<file path="config.mk">
export PLATFORM = sky130hd
export DESIGN_NAME = mem_arbiter
export DESIGN_NICKNAME = d
export VERILOG_FILES = /design/src/rtl/mem_arbiter.sv
export SDC_FILE = /design/constraint.sdc
export NUM_CORES = 1
export LEC_CHECK = 0
export BUFFER_PORTS_ARGS = -buffer_cell sky130_fd_sc_hd__buf_2
export CAP_MARGIN = 5
export CORE_UTILIZATION = 40
export CTS_CLUSTER_DIAMETER = 150
export DETAILED_ROUTE_END_ITERATION = 16
export PLACE_DENSITY = 0.74
export SYNTH_ARGS = -nofsm -noshare
export SYNTH_HDL_FRONTEND = slang
export SYNTH_SLANG_ARGS = --single-unit
</file>
<file path="constraint.sdc">
create_clock -name clk -period 1.5 [get_ports clk]
set_input_delay 0.375 -clock clk [delete_from_list [all_inputs] [get_ports clk]]
set_output_delay 0.375 -clock clk [all_outputs]
set_load 0.05 [all_outputs]
</file>
<file path="src/rtl/mem_arbiter.sv">
// mem_arbiter: two-port (instruction fetch / data load-store) arbiter in front
// of a single word-wide memory with a one-cycle read latency.
//
// Every transaction walks IDLE -> ISSUE -> WAIT -> RESP, one state per cycle.
// The request is seen in IDLE at cycle N. The memory strobe is issued at N+1,
// read data is captured at the end of N+2, and the ack is raised at N+3.
// All outputs come straight from registers.
//
// Optional feature: define MEM_ARB_RR_EN to replace fixed data-port priority
// with round-robin between the two ports on simultaneous requests.
//
// Ports:
//   clk, resetn                    clock, synchronous active-low reset
//   i_req, i_addr                  instruction fetch request / byte address
//   i_rdata, i_ack                 fetched word, one-cycle completion pulse
//   d_req, d_we, d_addr            data request, 1 = store, byte address
//   d_wdata, d_wmask               store data and byte enables
//   d_rdata, d_ack                 loaded word, one-cycle completion pulse
//   mem_addr                       word-aligned memory address
//   mem_rstrb, mem_wdata, mem_wmask  memory read strobe, write data, write enables
//   mem_rdata                      memory read data, valid the cycle after mem_rstrb
module mem_arbiter #(
  parameter int unsigned ADDR_W = 32
) (
  input  logic              clk,
  input  logic              resetn,
  input  logic              i_req,
  input  logic [ADDR_W-1:0] i_addr,
  output logic [31:0]       i_rdata,
  output logic              i_ack,
  input  logic              d_req,
  input  logic              d_we,
  input  logic [ADDR_W-1:0] d_addr,
  input  logic [31:0]       d_wdata,
  input  logic [3:0]        d_wmask,
  output logic [31:0]       d_rdata,
  output logic              d_ack,
  output logic [ADDR_W-1:0] mem_addr,
  output logic              mem_rstrb,
  output logic [31:0]       mem_wdata,
  output logic [3:0]        mem_wmask,
  input  logic [31:0]       mem_rdata
);

  typedef enum logic [1:0] {
    S_IDLE,
    S_ISSUE,
    S_WAIT,
    S_RESP
  } state_t;

  localparam logic [ADDR_W-1:0] WORD_MASK = ~ADDR_W'(3);

  state_t              r_state;
  logic                r_sel_d;
  logic                r_we;
  logic [31:0]         r_i_rdata;
  logic                r_i_ack;
  logic [31:0]         r_d_rdata;
  logic                r_d_ack;
  logic [ADDR_W-1:0]   r_mem_addr;
  logic                r_mem_rstrb;
  logic [31:0]         r_mem_wdata;
  logic [3:0]          r_mem_wmask;
`ifdef MEM_ARB_RR_EN
  logic                r_last_d;
`endif

  logic                w_grant_d;
  logic                w_we;
  logic [ADDR_W-1:0]   w_addr;

  // Grant decision, only consumed in IDLE when at least one request is present.
  always_comb begin
`ifdef MEM_ARB_RR_EN
    // On contention the port that did not win last time goes first.
    w_grant_d = d_req && (!i_req || !r_last_d);
`else
    w_grant_d = d_req;
`endif
    w_we   = w_grant_d && d_we;
    w_addr = w_grant_d ? d_addr : i_addr;
  end

  // The memory-side registers double as the transaction latch: address,
  // direction, data and mask are captured once in IDLE and never re-sampled.
  always_ff @(posedge clk) begin
    if (!resetn) begin
      r_state     <= S_IDLE;
      r_sel_d     <= 1'b0;
      r_we        <= 1'b0;
      r_i_rdata   <= '0;
      r_i_ack     <= 1'b0;
      r_d_rdata   <= '0;
      r_d_ack     <= 1'b0;
      r_mem_addr  <= '0;
      r_mem_rstrb <= 1'b0;
      r_mem_wdata <= '0;
      r_mem_wmask <= '0;
`ifdef MEM_ARB_RR_EN
      r_last_d    <= 1'b0;
`endif
    end else begin
      unique case (r_state)
        S_IDLE: begin
          if (i_req || d_req) begin
            r_sel_d    <= w_grant_d;
            r_we       <= w_we;
            r_mem_addr <= w_addr & WORD_MASK;
            if (w_we) begin
              r_mem_wdata <= d_wdata;
              r_mem_wmask <= d_wmask;
              r_mem_rstrb <= 1'b0;
            end else begin
              r_mem_wmask <= '0;
              r_mem_rstrb <= 1'b1;
            end
`ifdef MEM_ARB_RR_EN
            r_last_d   <= w_grant_d;
`endif
            r_state    <= S_ISSUE;
          end
        end
        S_ISSUE: begin
          r_mem_rstrb <= 1'b0;
          r_mem_wmask <= '0;
          r_state     <= S_WAIT;
        end
        S_WAIT: begin
          if (!r_we) begin
            if (r_sel_d) r_d_rdata <= mem_rdata;
            else         r_i_rdata <= mem_rdata;
          end
          if (r_sel_d) r_d_ack <= 1'b1;
          else         r_i_ack <= 1'b1;
          r_state <= S_RESP;
        end
        S_RESP: begin
          r_i_ack <= 1'b0;
          r_d_ack <= 1'b0;
          r_state <= S_IDLE;
        end
        default: r_state <= S_IDLE;
      endcase
    end
  end

  assign i_rdata   = r_i_rdata;
  assign i_ack     = r_i_ack;
  assign d_rdata   = r_d_rdata;
  assign d_ack     = r_d_ack;
  assign mem_addr  = r_mem_addr;
  assign mem_rstrb = r_mem_rstrb;
  assign mem_wdata = r_mem_wdata;
  assign mem_wmask = r_mem_wmask;

endmodule

</file>
-- After elaboration in Yosys (flattened, before gate mapping)
Index checks and enable logic that the tools add are counted.
- flip-flop bits (word level): 137
- bits in latches: 0
- RAM bits: 0
- ROM bits: 0
- input bits: 137
- output and inout port bits: 135
- word-level logic and storage cells: 44
- memories kept: 0
- $add $sub $neg: 0
- multiply operators: 0
- div/mod/pow operators: 0
- order comparisons: 0
- equal/unequal tests: 6
- shift-type cells: 0
- muxes and demuxes: 13
- bitwise gates (word level): 2
- reduce and logical (&&, ||, !) cells: 12
- operators with widths (kind ; count):
    32-bit 2-to-1 mux ; 1
    3-bit AND reduction ; 3
    4-bit 2-to-1 mux ; 2
    2-bit one-hot mux with 4 select lines ; 1
    4-bit one-hot mux with 2 select lines ; 1
    2-bit AND reduction ; 4
    2-bit inequality test (second input constant) ; 3
    1-bit one-hot mux with 2 select lines ; 3
    2-bit equality test (second input constant) ; 2
    1-bit 2-to-1 mux ; 4
    2-bit nonzero test ; 2
    2-bit by 1-bit equality test with 1-bit output (second input constant) ; 1
    2-bit zero test ; 1
    2-bit 2-to-1 mux ; 1
    1-bit inverter ; 2
    1-bit logical AND ; 1
    1-bit logical OR ; 1

-- Longest topological paths before layout
- word-level depth: 4
- gate-level depth with buffers: 7

-- Least setup slack after synthesis
OpenSTA, ideal clock, no wires.
- path kind: register to register
- from: reg r_state[0]
- to: reg r_i_rdata[0], in the netlist i_rdata[0]
- setup time: 0.117 ns
- arrival: 1.385 ns
- required time: 1.383 ns
- setup slack: -0.002 ns
- stages on the path, launching flop included: 8
- buffers on the path: 2
- path through: dfxtp_1 inv_1 ha_1 or3b_1 buf_2 buf_6 nand2_1 a21boi_1
- longest elaborated chain between the ends: 2
- ends and longest elaborated chain (item ; line ; text):
    start: declaration ; 54 ; state_t r_state;
    start signal: assignment ; 89 ; r_state <= S_IDLE;
    start signal: assignment ; 121 ; r_state <= S_ISSUE;
    start signal: assignment ; 127 ; r_state <= S_WAIT;
    2-bit equality test ; 104 ; unique case (r_state)
    3-bit AND reduction (no source line) ; -- ;
    end signal: assignment ; 132 ; else r_i_rdata <= mem_rdata;
    end: declaration ; 57 ; logic [31:0] r_i_rdata;
Every way passes these cells.
A chain may end at the register's enable or synchronous reset.

-- Worst setup path in the final report
- from: reg r_state[0]
- to: reg r_i_rdata[11], in the netlist i_rdata[11]
Same word-level chain as after synthesis.

==> flow_results.org <==
** Status
- The run finished with clean final reports.

** Final layout
- Leaving out fill and tap cells, the most frequent cells in the layout are sky130_fd_sc_hd__buf_2, sky130_fd_sc_hd__nand2_1, sky130_fd_sc_hd__dfxtp_1.
- Cells with a size suffix above 1 make up 37.1% of the layout.
- After routing the design area is between 7000 and 8000 µm².
- The library cell used most frequently in the layout, excluding fill and tap cells, is sky130_fd_sc_hd__buf_2.
- Fillers :: 1236
- Multi-input gate area :: roughly 2600 µm²
- The final layout contains 1015 nets.
- Register Area :: between 2000 and 3000 µm²
- Once layout is complete, the utilization of the core stands at around 58%.
- From synthesis to final layout, the design area changed by 41.3%.
- Leaving out filler cells and counting taps, the final layout contains roughly 1100.
- Number of antenna cells inserted :: 0

** Worst setup path
- Together, buffers and inverters on the worst path number 2.
- For the worst setup path, the data required time is ~1.8 ns.
- The critical path is of the reg -> reg type.
- Critical Path Max Stage Delay :: between 0.3 and 0.4 ns
- The endpoint identified for the worst register-to-register timing path is i_rdata[11].
- The slowest stage of the critical path belongs to the cell sky130_fd_sc_hd__or3b_4.
- Crit Reg-Reg Startpoint :: r_state[0]
- STA classifies the critical path startpoint as a flip-flop.
- Cells traversed along the worst timing path :: inv_2 -> ha_4 -> or3b_4 -> buf_12 -> nand2_1 -> a21boi_1
- Along the worst path, the maximum fanout reaches 32.
- The worst setup path is captured at a flip-flop.
- The critical path crosses 6 cells after its start point.
- Path depth of the worst reg2reg path :: 6
- CP Data Arrival Time :: between 1.5 and 2 ns
- Setup slack on the worst reg-to-reg path comes out at between 0.08 and 0.09 ns.
- Among cell families on the critical path, the largest total delay comes from simple AND/OR/NAND/NOR gates.

** Pwr
- Peak supply drop :: 0.00115 V
- Relative contribution of sequential cells to total power :: about a third
- In this run the static leakage power is approximately 3.9 nW.
- Cell internal power dissipation :: 9.08 mW
- Relative contribution of the clock network to total power :: a little under a third
- Sw Ratio :: between 30% and 40%
- Power consumption :: between 10 and 15 mW
- Combinational logic burns 36.9% of the power.
- Switching power :: 5.65 mW
- For this design the ratio of total power to cell area is between 1500 and 2000 nW/µm².

** Hold path
- For hold timing, the worst endpoint is mem_wdata[7].
- Start point of the worst hold path :: d_wdata[7]
- Along the worst hold path, the cell count comes to 3.
- Hold WC Path Type :: in -> reg

** Routing
- The first routing iteration left around 250 violations.
- After detailed routing, the number of vias per cell comes to 4.78.
- In the final routed layout, each cell accounts on average for 13.5 µm.
- In this run the remaining antenna-violating nets after routing total 0.
- Drt first pass iters :: 6
- The detailed router placed between 5000 and 6000 vias in this run.
- The final layout contains routed wiring with a total length of roughly 14 mm.
- After detailed routing, the number of remaining DRC violations is 0.

** Clock network
- Clock Tree Root :: sky130_fd_sc_hd__clkbuf_16
- Clock transition at the registers of the reported paths :: ~0.060 ns
- Buffers inserted by post-CTS timing repair :: 0
- CTS buffer count :: 17
- H-tree Lvls :: 4
- Clock tree from TritonCTS :: done
- Buffer levels on the longest clock path :: 2
- Number of hold buffers added after cts :: 0
- Clock latency of the later-clocked register in the worst-skew pair :: ~0.42 ns
- Number of clock sinks seen by CTS :: 137

** Global route
- Initial antenna violation count :: 0
- Overall overflow remaining after global route :: 0
- Total global-route track usage :: a little over 20%
- The number of global-route vias before repair came to 4866.
- For met3 alone, demand over resource in global routing was under 10%.
- The first global-routing pass estimated roughly 23 mm of wire.
- Entering global routing, the biggest net connects a little over 80 pins.
- The global routing stage identified its most utilized layer as met2.
- GR Util met2 :: ~36%
- Global routing used between 20% and 30% of the available met1 tracks.

** Placed design
- After legalization and detailed placement, the total HPWL measured about 10 mm.
- Placer Congestion :: 0.761
- Placed instance count :: around 1000
- Buffers added on ports :: 265
- In this run the cell area measured after placement is 7120 µm².

** Floorplan
- Pin placement for this block handled between 200 and 300 I/O pins.
- Standard cell core area :: 13400 µm²
- Die Height :: 120 µm
- Initial standard-cell utilization of the core :: between 40% and 50%
- Placement row count :: between 40 and 50
- The die covers 14300 µm².
- Die width :: 120 µm

** STA
- Between clock sinks in the finished design, the worst skew comes to 0.00795 ns.
- Maximum operating frequency :: around 710 MHz
- Setup violators final :: 0
- Count of final max-slew check failures :: 0
- Min Clock Period, post-route :: between 1 and 1.5 ns
- Final hold viol count :: 0
- Final critical-path share of the clock period :: 94.2%

** Synthesis
- Averaged over all synthesized cells, the footprint is between 8 and 9 µm².
- Yosys synthesis warning count :: 0
- The mapped netlist covers about 5500 µm².
- In this run, distinct cell masters in the synthesized netlist total 28.
- Proportion of synthesized chip area in sequential cells :: between 40 and 50%
- In this run, synthesis produced a sequential element count of 137.
- Syn Inst Count :: about 620

** Job
- Max-cap violation count :: 0
## timing repair
action | 4_1_cts | 5_1_grt
resized for setup | 3 | 8
pin swaps | 0 | 1
endpoints found under the setup margin | 6 | 63
## Yosys cell counts, drive strengths merged
master	count	area (µm²)
a21boi	99	743
a22oi	1	7.51
and3	1	6.26
and3b	1	8.76
and4b	1	10.0
buf	33	204
clkbuf	16	60.1
conb	1	3.75
dfxtp	137	2740
ha	6	75.1
inv	2	7.51
mux2i	36	360
nand2	235	882
nand2b	1	6.26
nand3	1	5.00
nand3b	2	15.0
nor2	4	17.5
nor2b	2	12.5
nor3b	2	25.0
o211a	30	300
o21a	3	22.5
o311a	1	10.0
or2b	1	7.51
or3b	1	8.76
## routing by layer
layer  up-vias  share of wire (%)
met3        21                6.1
met5         -                  0
met4         0                1.7
li1       2544                  -
met1      2324                 43
met2       179                 49
## layout make-up
cell class                      count  area share [%]
Multi-Input combinational cell    430            32.9
Sequential cell                   137            35.0
Timing Repair Buffer              284            20.5
Clock inverter                     11            2.44
Inverter                            2          0.0958
Clock buffer                       21            6.13
Tap cell                          176            2.81
## per-stage QoR
| stage | setup slack (ns) | setup TNS, ns | hold slack, ns |
|---|---|---|---|
| floorplan | 0.0123 | 0 | 0.492 |
| global placement | -0.0102 | -0.0472 | 0.438 |
| detailed placement | -0.0655 | -0.281 | 0.442 |
| CTS | 0.0127 | 0 | 0.176 |
| global route | -0.000634 | -0.000634 | 0.184 |
| finish | 0.0866 | 0 | 0.195 |
## how the worst max path moves through the flow
stage | startpoint | end | slack, ns
after floorplan | r_state[0] | i_rdata[0] | 0.01
after global placement | r_state[1] | mem_wmask[2] | -0.01
after detailed placement | r_state[1] | mem_rstrb | -0.07
after CTS | r_state[0] | i_rdata[11] | 0.01
after global routing | r_state[0] | i_rdata[30] | -0.0006
final | r_state[0] | i_rdata[11] | 0.09
## cells by family (layout without fill, tap and decap cells)
kind of cell,Yosys count,after routing,share of synthesized area (%)
AO/OA/AOI/OAI,134,134,19.6
adder cells (fa/ha/maj),6,6,1.35
buffers and inverters,51,318,4.90
flip-flops,137,137,49.5
multiplexers,36,36,6.50
other,1,2,0.0677
AND/OR/NAND/NOR,252,252,18.1
## power groups by stage
stage               clock network [mW]  registers [mW]  logic, mW
CTS                               4.76            4.63       5.42
detailed placement                   0            4.70       5.37
global route                      4.91            4.73       5.81
floorplan                            0            6.81       1.78
finish                            4.65            4.65       5.44
global placement                     0            4.67       5.32
## tightest hold or removal path: cells and delay by family
family,cells,cell delay (ns)
buffers and inverters,1,0.09
AOI/OAI and AO/OA,1,0.05
and+or+nand+nor,1,0.04
## sequential cells by signal (all words and copies together) (netlist names)
| register | flops |
|---|---|
| d_rdata | 32 |
| i_ack | 1 |
| mem_rstrb | 1 |
| r_we | 1 |
| r_sel_d | 1 |
| d_ack | 1 |
| r_state | 2 |
| mem_addr | 30 |
| mem_wmask | 4 |
| mem_wdata | 32 |
| i_rdata | 32 |
No activity file was read; power rests on OpenSTA's default activity.
